<file path="src/rtl/ifu_pkg.sv">
// ifu_pkg: shared widths, PC bounds, FSM states and prefetch entry type for the fetch unit
package ifu_pkg;
  localparam int ADDR_W = 16;
  localparam int INSTR_W = 16;
  localparam logic [ADDR_W-1:0] RESET_PC = 16'h0000;
  localparam logic [ADDR_W-1:0] PC_LIMIT = 16'h2000;
  localparam logic [ADDR_W-1:0] PC_MAX = PC_LIMIT - 1'b1;
  typedef enum logic [1:0] {IDLE, RUN, HOLD} ifu_state_t;
  typedef struct packed {
    logic [ADDR_W-1:0] pc;
    logic [INSTR_W-1:0] instr;
  } fetch_entry_t;
endpackage

</file>
<file path="src/rtl/ifu_prefetch_fifo.sv">
// ifu_prefetch_fifo: synchronous FIFO of fetch entries; flush beats push, head reads 0 when empty
module ifu_prefetch_fifo
  import ifu_pkg::*;
#(
  parameter int DEPTH = 2
) (
  input  logic                       clk,
  input  logic                       rst,
  input  logic                       push,
  input  logic                       pop,
  input  logic                       flush,
  input  fetch_entry_t               din,
  output fetch_entry_t               head,
  output logic [$clog2(DEPTH):0]     count,
  output logic                       full,
  output logic                       empty
);
  localparam int AW = $clog2(DEPTH);
  fetch_entry_t mem [DEPTH];
  logic [AW:0] wp, rp;
  logic do_push, do_pop;
  assign count = wp - rp;
  assign empty = count == '0;
  assign full = count == (AW+1)'(DEPTH);
  assign do_pop = pop && !empty;
  assign do_push = push && (!full || do_pop);
  assign head = empty ? '0 : mem[rp[AW-1:0]];
  // pointer bookkeeping; the extra MSB separates full from empty
  always_ff @(posedge clk) begin
    if (rst || flush) begin
      wp <= '0;
      rp <= '0;
    end else begin
      if (do_push) wp <= wp + 1'b1;
      if (do_pop) rp <= rp + 1'b1;
    end
  end
  // storage has no reset; validity is tracked purely by the pointers
  always_ff @(posedge clk) begin
    if (do_push && !flush) mem[wp[AW-1:0]] <= din;
  end
endmodule

</file>
<file path="src/rtl/instr_fetch_unit.sv">
// instr_fetch_unit: owns the PC, issues instruction-memory reads and feeds decode through a prefetch FIFO
module instr_fetch_unit
  import ifu_pkg::*;
#(
  parameter int FIFO_DEPTH = 2
) (
  input  logic               clk,
  input  logic               rst,
  input  logic               en,
  input  logic               redirect_valid,
  input  logic [ADDR_W-1:0]  redirect_pc,
  output logic [ADDR_W-1:0]  A_InstrAddress,
  output logic               C_IMRead,
  input  logic [INSTR_W-1:0] D_Instruction,
  output logic               instr_valid,
  output logic [INSTR_W-1:0] instr_data,
  output logic [ADDR_W-1:0]  instr_pc,
  input  logic               instr_ready
);
  localparam int CW = $clog2(FIFO_DEPTH) + 1;
  ifu_state_t state;
  logic [ADDR_W-1:0] pc;
  logic [CW-1:0] count;
  logic full, empty, pop, fills;
  fetch_entry_t head;
  assign pop = instr_valid && instr_ready;
  assign instr_valid = !empty;
  assign instr_data = head.instr;
  assign instr_pc = head.pc;
  assign A_InstrAddress = pc;
  assign C_IMRead = state != IDLE && !redirect_valid && (!full || pop);
  assign fills = C_IMRead && !pop && count == CW'(FIFO_DEPTH - 1);
  ifu_prefetch_fifo #(.DEPTH(FIFO_DEPTH)) u_fifo (
    .clk   (clk),
    .rst   (rst),
    .push  (C_IMRead),
    .pop   (pop),
    .flush (redirect_valid),
    .din   ('{pc: pc, instr: D_Instruction}),
    .head  (head),
    .count (count),
    .full  (full),
    .empty (empty)
  );
  // fetch FSM: enable gates everything, HOLD marks a full FIFO that decode is not draining
  always_ff @(posedge clk) begin
    if (rst || !en) state <= IDLE;
    else state <= state == IDLE ? RUN :
                  state == HOLD ? ((pop || redirect_valid) ? RUN : HOLD) :
                  (fills ? HOLD : RUN);
  end
  // PC advances per issued read and wraps at the memory size; redirects are folded into range
  always_ff @(posedge clk) begin
    if (rst) pc <= RESET_PC;
    else if (redirect_valid) pc <= redirect_pc % PC_LIMIT;
    else if (C_IMRead) pc <= pc == PC_MAX ? '0 : pc + 1'b1;
  end
endmodule

</file>
<file path="config.mk">
export PLATFORM = sky130hd
export DESIGN_NAME = instr_fetch_unit
export DESIGN_NICKNAME = d
export VERILOG_FILES = /design/src/rtl/ifu_pkg.sv /design/src/rtl/ifu_prefetch_fifo.sv /design/src/rtl/instr_fetch_unit.sv
export SDC_FILE = /design/constraint.sdc
export NUM_CORES = 1
export LEC_CHECK = 0
export BUFFER_PORTS_ARGS = -buffer_cell sky130_fd_sc_hd__buf_2
export CAP_MARGIN = 20
export CORE_UTILIZATION = 52
export DETAILED_ROUTE_END_ITERATION = 10
export GPL_ROUTABILITY_DRIVEN = 0
export PLACE_DENSITY = 0.78
export SLEW_MARGIN = 15
export SYNTH_ARGS = -nofsm -noshare
export SYNTH_HDL_FRONTEND = slang
export SYNTH_SLANG_ARGS = --single-unit
</file>
<file path="constraint.sdc">
create_clock -name clk -period 10.7 [get_ports clk]
set_clock_uncertainty 0.05 [all_clocks]
set_input_delay 1.07 -clock clk [delete_from_list [all_inputs] [get_ports clk]]
set_output_delay 1.07 -clock clk [all_outputs]
set_load 0.03 [all_outputs]
</file>
# --- Word-level counts from Yosys, hierarchy flattened ---
# Memories as Yosys holds them, arrays and structs flattened. A register that Yosys moved wholly into a read port is not among the register bits.
# Cells that the tools add are included.
op_classes:
  reduce_logical: 24
  mux: 12
  n_eq_ne: 4
  add_sub_neg: 4
op_table:
  columns: ["operator", "n"]
  rows:
  - ["2-to-1 mux 32 bit", 1]
  - ["2-to-1 mux 13 bit", 2]
  - ["adder 16 x 1 -> 16 bit, second input constant", 1]
  - ["equality test 16 x 13 -> 1 bit, second input constant", 1]
  - ["2-to-1 mux 16 bit", 1]
  - ["logical AND 1 bit", 8]
  - ["2-to-1 mux 2 bit", 3]
  - ["zero test 1 bit", 5]
  - ["logical OR 1 bit", 5]
  - ["2-to-1 mux 1 bit", 5]
  - ["adder 2 x 1 -> 2 bit, second input constant", 2]
  - ["equality test 2 bit, second input constant", 2]
  - ["zero test 2 bit", 2]
  - ["nonzero test 2 bit", 2]
  - ["OR reduction 2 bit", 2]
  - ["equality test 2 x 1 -> 1 bit, second input constant", 1]
  - ["subtractor 2 bit", 1]
word_totals:
  out_inout_bits: 50
  input_bits: 37
  word_cells: 51
  ram_bits: 64
  register_bits: 22
  mem_count: 1
mem_list:
  columns: ["name", "words", "width", "read_ports", "rd_ports_with_merged_regs", "wr", "line", "source"]
  rows:
  - ["u_fifo.mem", 2, 32, 1, 1, 1, "ifu_prefetch_fifo.sv:19", "fetch_entry_t mem [DEPTH];"]

# --- Longest topological paths before layout ---
# Gate-level depths: netlist of the first run.
logic_depth:
  word_depth: 11
  ltp_mapped: 8
  ltp_nobuf: 7

# --- Modules after synthesis ---
# A second synthesis of the first run with hierarchy kept.
unflattened:
  cells_unflattened: 317
  hier_area_um2: 3858.7
by_module_without_submodules:
  columns: ["mod", "seq_area_each_um2", "n_inst", "cells_each", "area_per_inst_um2"]
  rows:
  - ["ifu_prefetch_fifo", 2021.9, 1, 170, 2718.9]
  - ["instr_fetch_unit", 360.3, 1, 147, 1139.8]

# --- Worst setup path before layout of the first run ---
# OpenSTA, ideal clock, no wires.
synth_path:
  path_kind: "input to register"
  start: "input port instr_ready"
  end: "memory u_fifo.mem[0][0] (netlist bit), enable pin"
  path_buffers: 2
  required_ns: 10.189
  setup_ns: 0.461
  t_arrival_ns: 3.891
  cell_stages: 5
  setup_slack_ns: 6.298
  cell_sequence: "nor2b_1 -> clkbuf_1 -> a21o_2 -> buf_4 -> nor3_1"
synth_between:
  elab_chain_len: 7
  elab_cells_between_ends: 9
  classes_between: "mux: 2; reduce/logical: 7"
synth_lines:
  columns: ["item", "line", "source"]
  rows:
  - ["start, declared", "instr_fetch_unit.sv:18", "input logic instr_ready"]
  - ["logical AND 1 bit (*)", "instr_fetch_unit.sv:26", "assign pop = instr_valid && instr_ready;"]
  - ["logical OR 1 bit / logical AND 1 bit (equally long branches)", "instr_fetch_unit.sv:31, ifu_prefetch_fifo.sv:25", null]
  - ["logical AND 1 bit / logical OR 1 bit (equally long branches)", "instr_fetch_unit.sv:31, ifu_prefetch_fifo.sv:26", null]
  - ["logical AND 1 bit (*)", "ifu_prefetch_fifo.sv:26", "assign do_push = push && (!full || do_pop);"]
  - ["logical AND 1 bit (*)", "ifu_prefetch_fifo.sv:40", "if (do_push && !flush) mem[wp[AW-1:0]] <= din;"]
  - ["2-to-1 mux 1 bit (*)", "ifu_prefetch_fifo.sv:40", null]
  - ["2-to-1 mux 1 bit (implied by the code) (*)", "ifu_prefetch_fifo.sv:40", null]
  - ["end, declared", "ifu_prefetch_fifo.sv:19", null]
# Every way passes the cells marked *; elsewhere a longest branch is shown, timed or not.

# --- Worst setup path in the final report of the first run ---
layout_path:
  start: "register u_fifo.wp[0]"
  end: "output port instr_data[9]"
layout_between:
  elab_chain_len: 3
layout_lines:
  columns: ["item", "line", "source"]
  rows:
  - ["start, declared", "ifu_prefetch_fifo.sv:20", "logic [AW:0] wp, rp;"]
  - ["start signal, assigned", "ifu_prefetch_fifo.sv:34", "if (do_push) wp <= wp + 1'b1;"]
  - ["subtractor 2 bit", "ifu_prefetch_fifo.sv:22", "assign count = wp - rp;"]
  - ["zero test 2 bit", "ifu_prefetch_fifo.sv:23", "assign empty = count == '0;"]
  - ["2-to-1 mux 32 bit", "ifu_prefetch_fifo.sv:27", "assign head = empty ? '0 : mem[rp[AW-1:0]];"]
  - ["end, declared", "instr_fetch_unit.sv:16", "output logic [INSTR_W-1:0] instr_data,"]
# Every way passes these cells.

==> flow_metrics.tcl, run 1 <==
set metrics [dict create \
    power_per_cell_area_nw_per_um2 147.7 \
    rsz0062_at_grt "no" \
    layout.nets 414 \
    yosysWarnings 0 \
    yosys.area.top_type "edfxtp_1" \
    p_seq_share_pct 58.6 \
    wire_per_inst_um 15.81 \
    layout_min_cycle_time_ns 3.455 \
    synth.avg_cell_area_um2 12.78 \
    setup_violations 0 \
    power_switching_w 0.0001687 \
    io_buffer_count 83 \
    critical_path_class "reg -> out" \
    slew_headroom_pct 32.02 \
    worst_slew_pin_slew_ns 1.020 \
    status "finished, final reports clean" \
    pin_count 87 \
    post_cts_buffers 0 \
    fin_ws_ns 7.245 \
    via_per_inst 5.609 \
    clockBufferDepth 2 \
    drtAntennaViolNets 0 \
    die_h_um 86.41 \
    remaining_drc_errors 0 \
    comb_power_share_pct 9.3 \
    p_leak_nw 1.633 \
    dr.max_layer_used "met4" \
    grt_util_all_layers_pct 21.16 \
    cts_root_buf "clkbuf_8" \
    layout-drive-gt1-share_pct 29.74 \
    power.internal_w 0.0004825 \
    syn_inst 290 \
    drv_slew 0 \
    min_from "A_InstrAddress[10]" \
    synth_edf_count 64 \
    wl_met1_um 3328 \
    grt_pass1_wl_um 11930 \
    ys_top_cells_by_count "edfxtp_1, nor2_1, mux2i_1" \
    drt_pre_antenna_iters 4 \
    switching_share_pct 25.90 \
    drt_iter0_drc 130 \
    cp-end-kind "output pin" \
    clkTransAtPathRegs_ns 0.09 \
    grt_pass1_vias 2524 \
    cts_tree "done" \
    post-dp-hpwl_um 4863 \
    reg2reg_slack_ns 8.36 \
    synthArstFlopShare_pct 0 \
    area_delta_synth_final_pct 19.01 \
    grt_overflow 0 \
    max_freq_mhz 289.4 \
    ys_top_cells_by_area "edfxtp_1, dfxtp_1, mux2i_1" \
    ir_drop_uv 86.35 \
    htreeDepth 3 \
    ys_ff_latch 87 \
    max_cap_viol_count 0 \
    dieArea_um2 7466 \
    clkPwrFrac_pct 32.2 \
    timing.setup.tns_ns 0 \
    antenna_found_initial 0 \
    dr_wl_met2_um 3584 \
    ys_seq_area_share_pct 64.30 \
    ys_types 49 \
    critPathLaunchType "flop" \
    hold_class "reg -> reg" \
    rr_worst_depth 6 \
    crit_required_ns 9.58 \
    r2r-start "u_fifo.wp[0]" \
    syn_nets 329 \
    core_um2 6832 \
    rows 30 \
    vias 2670 \
    grt_max_degree 33 \
    drt-total-wl_um 7527 \
    cts-buffers-inserted 9 \
    synth_top_area_share_pct 51.87 \
    synth.most_common_cell "edfxtp_1" \
    die_w_um 86.41 \
    cts-hold-fix-buffers 0 \
    antenna_cells 0 \
    arrival_ns 2.34 \
    clock_sinks 87 \
    synth_ff_type "edfxtp_1" \
    synth_area_um2 3705 \
    path_max_fanout 23 \
    timing.final.crit_share_pct 32.29 \
    cts_resized 0 \
    wl_met3_um 551 \
    worstHoldPathCells 0 \
    hold_viol_final 0 \
    clock_latency_ns 0.36 \
    dp_worst_setup_slack_ns 7.371 \
    start_util_pct 54.23 \
    startpoint "u_fifo.wp[0]" \
]
## area by class of cell
type	count	area, µm²
sequential	87	2384
tap	96	120.1
timing repair buffer	86	437.9
multi-input combinational	182	1252
clock inverter	6	43.79
fill	572	2422
clock buffer	10	137.6
inverter	9	33.78
## sequential cells by signal (all words and copies together), names as in the netlist, named ones only
name and count:
u_fifo.mem 64, A_InstrAddress 16, state 2, u_fifo.rp 2, u_fifo.wp 2
## metrics by stage
step / hold WS (ns) / std cells / utilization [%] / area, µm² / total power (W)
global placement: 0.4833 / 460 / 61.89 / 4228 / 0.0004476
CTS: 0.5055 / 476 / 64.54 / 4409 / 0.0006535
global route: 0.5098 / 476 / 64.54 / 4409 / 0.0006756
finish: 0.5152 / 476 / 64.54 / 4409 / 0.0006512
detailed placement: 0.4934 / 460 / 61.89 / 4228 / 0.0004496
floorplan: 0.4571 / 290 / - / 3705 / 0.0004259
## placed cells by master (no fill, tap or decap), drive strengths merged, types with 2 or more instances in the layout
cell type and instances:
a31oi 4, o31ai 2, mux2i 32, edfxtp 64, nand2 7, o21ai 2, and4 4, a311oi 2
xor2 4, a211oi 5, nand4 4, buf 86, o211ai 4, nor2 47, ha 2, a221oi 2
and3 4, clkinv 5, o32ai 3, nand3 12, dfxtp 23, xnor2 5, nor3 3, nor3b 2
clkbuf 10, inv 9, a2111oi 2, or4 3, a21oi 10, and2 3
## worst max-delay path, stage by stage, from the launching register on
cell and delay [ns]:
dfxtp_1 0.39, inv_1 0.10, ha_1 0.29, inv_1 0.08
nor2_2 0.46, buf_4 0.37, nor2_1 0.09, buf_2 0.18
## power groups by stage
stage | Clock, W | Sequential (W) | Combinational, W
detailed placement | 0 | 0.000389 | 0.0000606
finish | 0.000209 | 0.000381 | 0.0000604
floorplan | 0 | 0.000392 | 0.0000336
CTS | 0.000211 | 0.000381 | 0.0000608
global route | 0.000228 | 0.000383 | 0.0000655
global placement | 0 | 0.000388 | 0.0000596
## cells by family (layout without fill, tap and decap cells)
| group | after synthesis | count (layout) | share of synthesized area (%) |
|---|---|---|---|
| buffers and inverters | 21 | 111 | 2.229 |
| AOI/OAI and AO/OA | 43 | 43 | 8.612 |
| muxes | 32 | 32 | 8.646 |
| xor gates and xnor gates | 10 | 10 | 2.938 |
| adders and majority gates | 2 | 2 | 0.6753 |
| DFF | 87 | 87 | 64.30 |
| and+or+nand+nor | 95 | 95 | 12.60 |
## worst paths after layout
check | endpoint
worst max-delay path | instr_data[9]
worst min-delay path | u_fifo.mem[0][26]
worst max register to register | u_fifo.mem[1][5]
worst min register to register | u_fifo.mem[0][26]
## metal layers
metal,track usage [%],up-vias
met5,0,-
met1,26.10,1288
met4,8.333,0
li1,-,1266
met3,5.524,6
met2,35.71,110
(Power assumes the default switching activity.)
==> run 2, diff against run 1 <==
- clock period: 10.7 -> 3.6 ns (I/O delays scaled with it)
==> run 2 against run 1 <==
Cell count is the same; die area is the same; global-route usage shrank 0.28 points; final area grew 0.71%; critical path depth shrank 2; critical endpoint is now C_IMRead; largest power group unchanged.
==> flow_metrics.tcl, run 2 (synthesis gave the netlist of run 1 again) <==
set metrics [dict create \
    status "finished, final reports clean" \
    dp_cells 460 \
    grt_pass1_vias 2446 \
    drv_slew 0 \
    grt_overflow 0 \
    core_um2 6832 \
    power.internal_w 0.001556 \
    switching_share_pct 23.75 \
    via_per_inst 5.441 \
    wire_per_inst_um 15.69 \
    instances_no_fill 476 \
    cts-buffers-inserted 9 \
    met1_usage_pct 26.60 \
    clock_latency_ns 0.34 \
    crit_required_ns 3.19 \
    layout_common_cells "buf_2, edfxtp_1, nor2_1" \
    cts_root_buf "clkbuf_8" \
    timing.final.crit_share_pct 73.89 \
    hold_class "in -> reg" \
    clockBufferDepth 2 \
    largest_reg_flops 64 \
    max_cap_viol_count 0 \
    rows 30 \
    die_h_um 86.41 \
    cts-hold-fix-buffers 0 \
    cp-end-kind "output pin" \
    io_buffer_count 83 \
    cp_slowest_stage_delay_ns 0.58 \
    path_cells "inv_1 > ha_1 > nor2b_1 > a211oi_2 > buf_2" \
    drt_iter0_drc 158 \
    p_leak_nw 1.644 \
    critPathLaunchType "flop" \
    layout_min_cycle_time_ns 2.660 \
    timing.setup.tns_ns 0 \
    layout.nets 414 \
    pin_count 87 \
    drt-total-wl_um 7467 \
    path_max_fanout 9 \
    slew_headroom_pct 32.52 \
    dieArea_um2 7466 \
    vias 2590 \
    die_w_um 86.41 \
    arrival_ns 2.25 \
    clkPwrFrac_pct 35.7 \
    htreeDepth 3 \
    setup_violations 0 \
    power_switching_w 0.0004845 \
    remaining_drc_errors 0 \
    post_cts_buffers 0 \
    p_seq_share_pct 55.5 \
    drt_pre_antenna_iters 4 \
    whs_ns 0.1544 \
    cts_resized 0 \
    antenna_cells 0 \
    worst_slew_pin_slew_ns 1.012 \
    drtAntennaViolNets 0 \
    grt_busiest_layer "met2" \
    hold_viol_final 0 \
    critical_path_class "reg -> out" \
    cp_slowest_cell "a211oi_2" \
    start_util_pct 54.23 \
    grt_pass1_wl_um 11740 \
    grt_util_met2_pct 34.70 \
    post-dp-hpwl_um 4836 \
    layout-drive-gt1-share_pct 29.21 \
    grt_util_all_layers_pct 20.88 \
    clock_sinks 87 \
    final_common_cell "buf_2" \
    area_delta_synth_final_pct 19.86 \
    grt_max_degree 33 \
    rsz0062_at_grt "no" \
    antenna_found_initial 0 \
    max_freq_mhz 375.9 \
    ir_drop_uv 181.5 \
    fillers 553 \
    met3_usage_pct 4.571 \
    cts_tree "done" \
    comb_power_share_pct 8.8 \
    clkTransAtPathRegs_ns 0.09 \
    power_per_cell_area_nw_per_um2 459.4 \
]
==> run 2: cell types whose count changed in the layout (fill, tap and decap cells not counted), sizes merged <==
cell and change:
bufinv +2, clkinv -3, clkbuf +1
==> run 2: worst paths after layout <==
path	startpoint	end	slack [ns]	depth (start not counted)
setup / recovery	u_fifo.wp[0]	C_IMRead	0.94	5
hold / removal	D_Instruction[1]	u_fifo.mem[1][1]	0.15	1
setup reg to reg	u_fifo.wp[0]	u_fifo.mem[1][8]	1.23	6
hold reg to reg	A_InstrAddress[6]	u_fifo.mem[0][22]	0.50	0
==> run 2: routing by layer <==
layer  up-vias  routed length, µm
met5         -                  0
met4         0                102
met3         8                382
met2        86               3718
met1      1232               3263
li1       1264                  -
==> run 2: power groups by stage <==
| stage | clock (W) | combinational (W) | sequential, W |
|---|---|---|---|
| after global routing | 0.000789 | 0.000195 | 0.00114 |
| after CTS | 0.000742 | 0.000181 | 0.00113 |
| after floorplan | 0 | 0.0000999 | 0.00117 |
| after detailed placement | 0 | 0.000180 | 0.00116 |
| final | 0.000727 | 0.000180 | 0.00113 |
| after global placement | 0 | 0.000176 | 0.00115 |
==> run 2: worst max-delay path, delay by kind of cell (launching register included) <==
family	cells	cell delay (ns)
DFF	1	0.42
AOI/OAI and AO/OA	1	0.58
adders and majority gates	1	0.29
buffers and inverters	2	0.42
and+or+nand+nor	1	0.21
==> run 2: final cells by class <==
class	instances	area [µm²]	area share (%)
Sequential cell	87	2384	53.68
Multi-Input combinational cell	182	1252	28.21
Clock inverter	5	81.33	1.832
Inverter	9	33.78	0.7608
Tap cell	96	120.1	2.705
Timing Repair Buffer	86	437.9	9.862
Clock buffer	11	131.4	2.959
==> run 2: per-stage QoR <==
step | power [W] | utilization, % | worst slack, ns | area [µm²]
after floorplan | 0.001266 | - | -0.5095 | 3705
after global placement | 0.001330 | 61.89 | 1.319 | 4228
after detailed placement | 0.001336 | 61.89 | 1.276 | 4228
after CTS | 0.002055 | 65.00 | 0.9358 | 4441
after global routing | 0.002121 | 65.00 | 0.8010 | 4441
final | 0.002040 | 65.00 | 0.9400 | 4441
==> run 3, diff against run 2 <==
- clock period: 3.6 -> 2.6 ns (I/O delays scaled with it)
==> run 3 against run 2 <==
Largest cell class unchanged; register-to-register slack lost 0.78 ns; clock-buffer cell count fell by 1; via count grew 3.5%; cell count increased by 1.3%; critical path depth is 2 higher; flip-flop and latch count is the same; power up 41%; sequential power up 39%; utilization grew 1.7 points; largest power group unchanged; sequential share of layout area is 1.3 points lower; worst setup slack got worse by 0.68 ns.
==> flow_metrics.tcl, run 3 (synthesis gave the netlist of run 1 again) <==
set metrics [dict create \
    cp_slowest_stage_delay_ns 0.39 \
    min_from "D_Instruction[9]" \
    post_cts_buffers 0 \
    grt_util_all_layers_pct 21.81 \
    critPathTopFamily "buffers and inverters" \
    grt_max_degree 33 \
    cts-hold-fix-buffers 0 \
    drt_pre_antenna_iters 4 \
    path_max_fanout 25 \
    remaining_drc_errors 0 \
    hold_viol_final 0 \
    fillers 530 \
    ir_drop_uv 287.5 \
    core_um2 6832 \
    r2r-start "u_fifo.wp[0]" \
    grt_util_met2_pct 36.08 \
    reg2reg_slack_ns 0.45 \
    largest_reg_flops 64 \
    dieArea_um2 7466 \
    crit_required_ns 2.29 \
    wire_per_inst_um 16.21 \
    met1_usage_pct 27.23 \
    htreeDepth 3 \
    cp-end-kind "output pin" \
    grt_overflow 0 \
    antenna_found_initial 0 \
    drt_iter0_drc 165 \
    worst_slew_pin_slew_ns 0.6032 \
    clock_latency_ns 0.36 \
    antenna_cells 0 \
    start_util_pct 54.23 \
    grt_busiest_layer "met2" \
    cts_root_buf "clkbuf_8" \
    grt_pass1_vias 2484 \
    drv_slew 0 \
    hold_class "in -> reg" \
    r2r-end "u_fifo.mem[0][9]" \
    timing.final.crit_share_pct 89.95 \
    vias 2680 \
    drt-total-wl_um 7812 \
    grt_pass1_wl_um 12140 \
    die_h_um 86.41 \
    cts_resized 0 \
    critical_path_class "reg -> out" \
    power_per_cell_area_nw_per_um2 629.3 \
    status "finished, final reports clean" \
    pin_count 87 \
    rows 30 \
    instances_no_fill 482 \
    p_leak_nw 1.689 \
    setup_violations 0 \
    io_buffer_count 83 \
    clock_sinks 87 \
    worstHoldPathCells 1 \
    slew_headroom_pct 59.69 \
    whs_endpoint "u_fifo.mem[1][9]" \
    area_delta_synth_final_pct 22.97 \
    path_cells "inv_4 > ha_4 > inv_1 > nor2_2 > buf_4 > nor2_1 > buf_2" \
    clkTransAtPathRegs_ns 0.09 \
    cp_slowest_cell "dfxtp_4" \
    drtAntennaViolNets 0 \
    timing.setup.tns_ns 0 \
    post-dp-hpwl_um 5280 \
    layout_min_cycle_time_ns 2.339 \
    arrival_ns 2.03 \
    met3_usage_pct 4.952 \
    die_w_um 86.41 \
    max_cap_viol_count 0 \
    cts_tree "done" \
    cts-buffers-inserted 9 \
    final_common_cell "buf_2" \
    clockBufferDepth 2 \
    critPathLaunchType "flop" \
    layout.nets 420 \
    rsz0062_at_grt "no" \
    layout_common_cells "buf_2, edfxtp_1, nor2_1" \
    rr_worst_depth 6 \
    via_per_inst 5.560 \
    critPathBufInv 4 \
    layout-drive-gt1-share_pct 31.35 \
    max_freq_mhz 427.6 \
    dp_cells 466 \
]
[run 3: cell count changes in the layout (fill, tap and decap cells not counted), moves of 2 or more]
cell,delta
buf_12,+2
nor3_4,+2
buf_4,+4
nor3_2,-2
[run 3: final cells by class]
type | count | area [µm²] | share of cell area [%]
clock buffer | 10 | 127.6 | 2.801
clock inverter | 6 | 92.59 | 2.032
inverter | 9 | 36.28 | 0.7965
multi-input combinational | 182 | 1284 | 28.18
sequential | 87 | 2387 | 52.40
tap | 96 | 120.1 | 2.637
timing repair buffer | 92 | 508.0 | 11.15
[run 3: routing by layer]
layer  part of all wire [%]  up-vias
li1                       -     1272
met1                     43     1289
met2                     49      109
met3                    7.1       10
met4                    1.5        0
met5                      0        -
[run 3: power by group]
group	internal, W	switching (W)	total [W]	leakage, nW
Clock	0.000546	0.000489	0.00104	0.103
Sequential	0.00153	0.0000400	0.00157	0.778
Combinational	0.0000915	0.000175	0.000266	0.808
Total	0.00216	0.000703	0.00287	1.69
[run 3: through the flow]
| stage | hold WS [ns] | area [µm²] | util (%) | worst slack, ns | total power [W] |
|---|---|---|---|---|---|
| floorplan | 0.3089 | 3760 | - | 0.05017 | 0.001758 |
| global placement | 0.3988 | 4335 | 63.46 | 0.5422 | 0.001854 |
| detailed placement | 0.4051 | 4335 | 63.46 | 0.5172 | 0.001863 |
| CTS | 0.03220 | 4556 | 66.69 | 0.2391 | 0.002873 |
| global route | 0.02280 | 4556 | 66.69 | 0.06044 | 0.002967 |
| finish | 0.03965 | 4556 | 66.69 | 0.2614 | 0.002867 |
[run 3: how the worst max path moves through the flow]
stage / start / endpoint / slack (ns) / cells after the start
after floorplan: u_fifo.wp[0] / u_fifo.mem[0][0] / 0.05 / 7
after global placement: u_fifo.wp[0] / u_fifo.mem[0][12] / 0.54 / 6
after detailed placement: u_fifo.rp[0] / u_fifo.mem[0][12] / 0.52 / 5
after CTS: u_fifo.wp[0] / instr_pc[13] / 0.24 / 7
after global routing: u_fifo.rp[1] / instr_pc[15] / 0.06 / 5
final: u_fifo.wp[0] / instr_pc[13] / 0.26 / 7
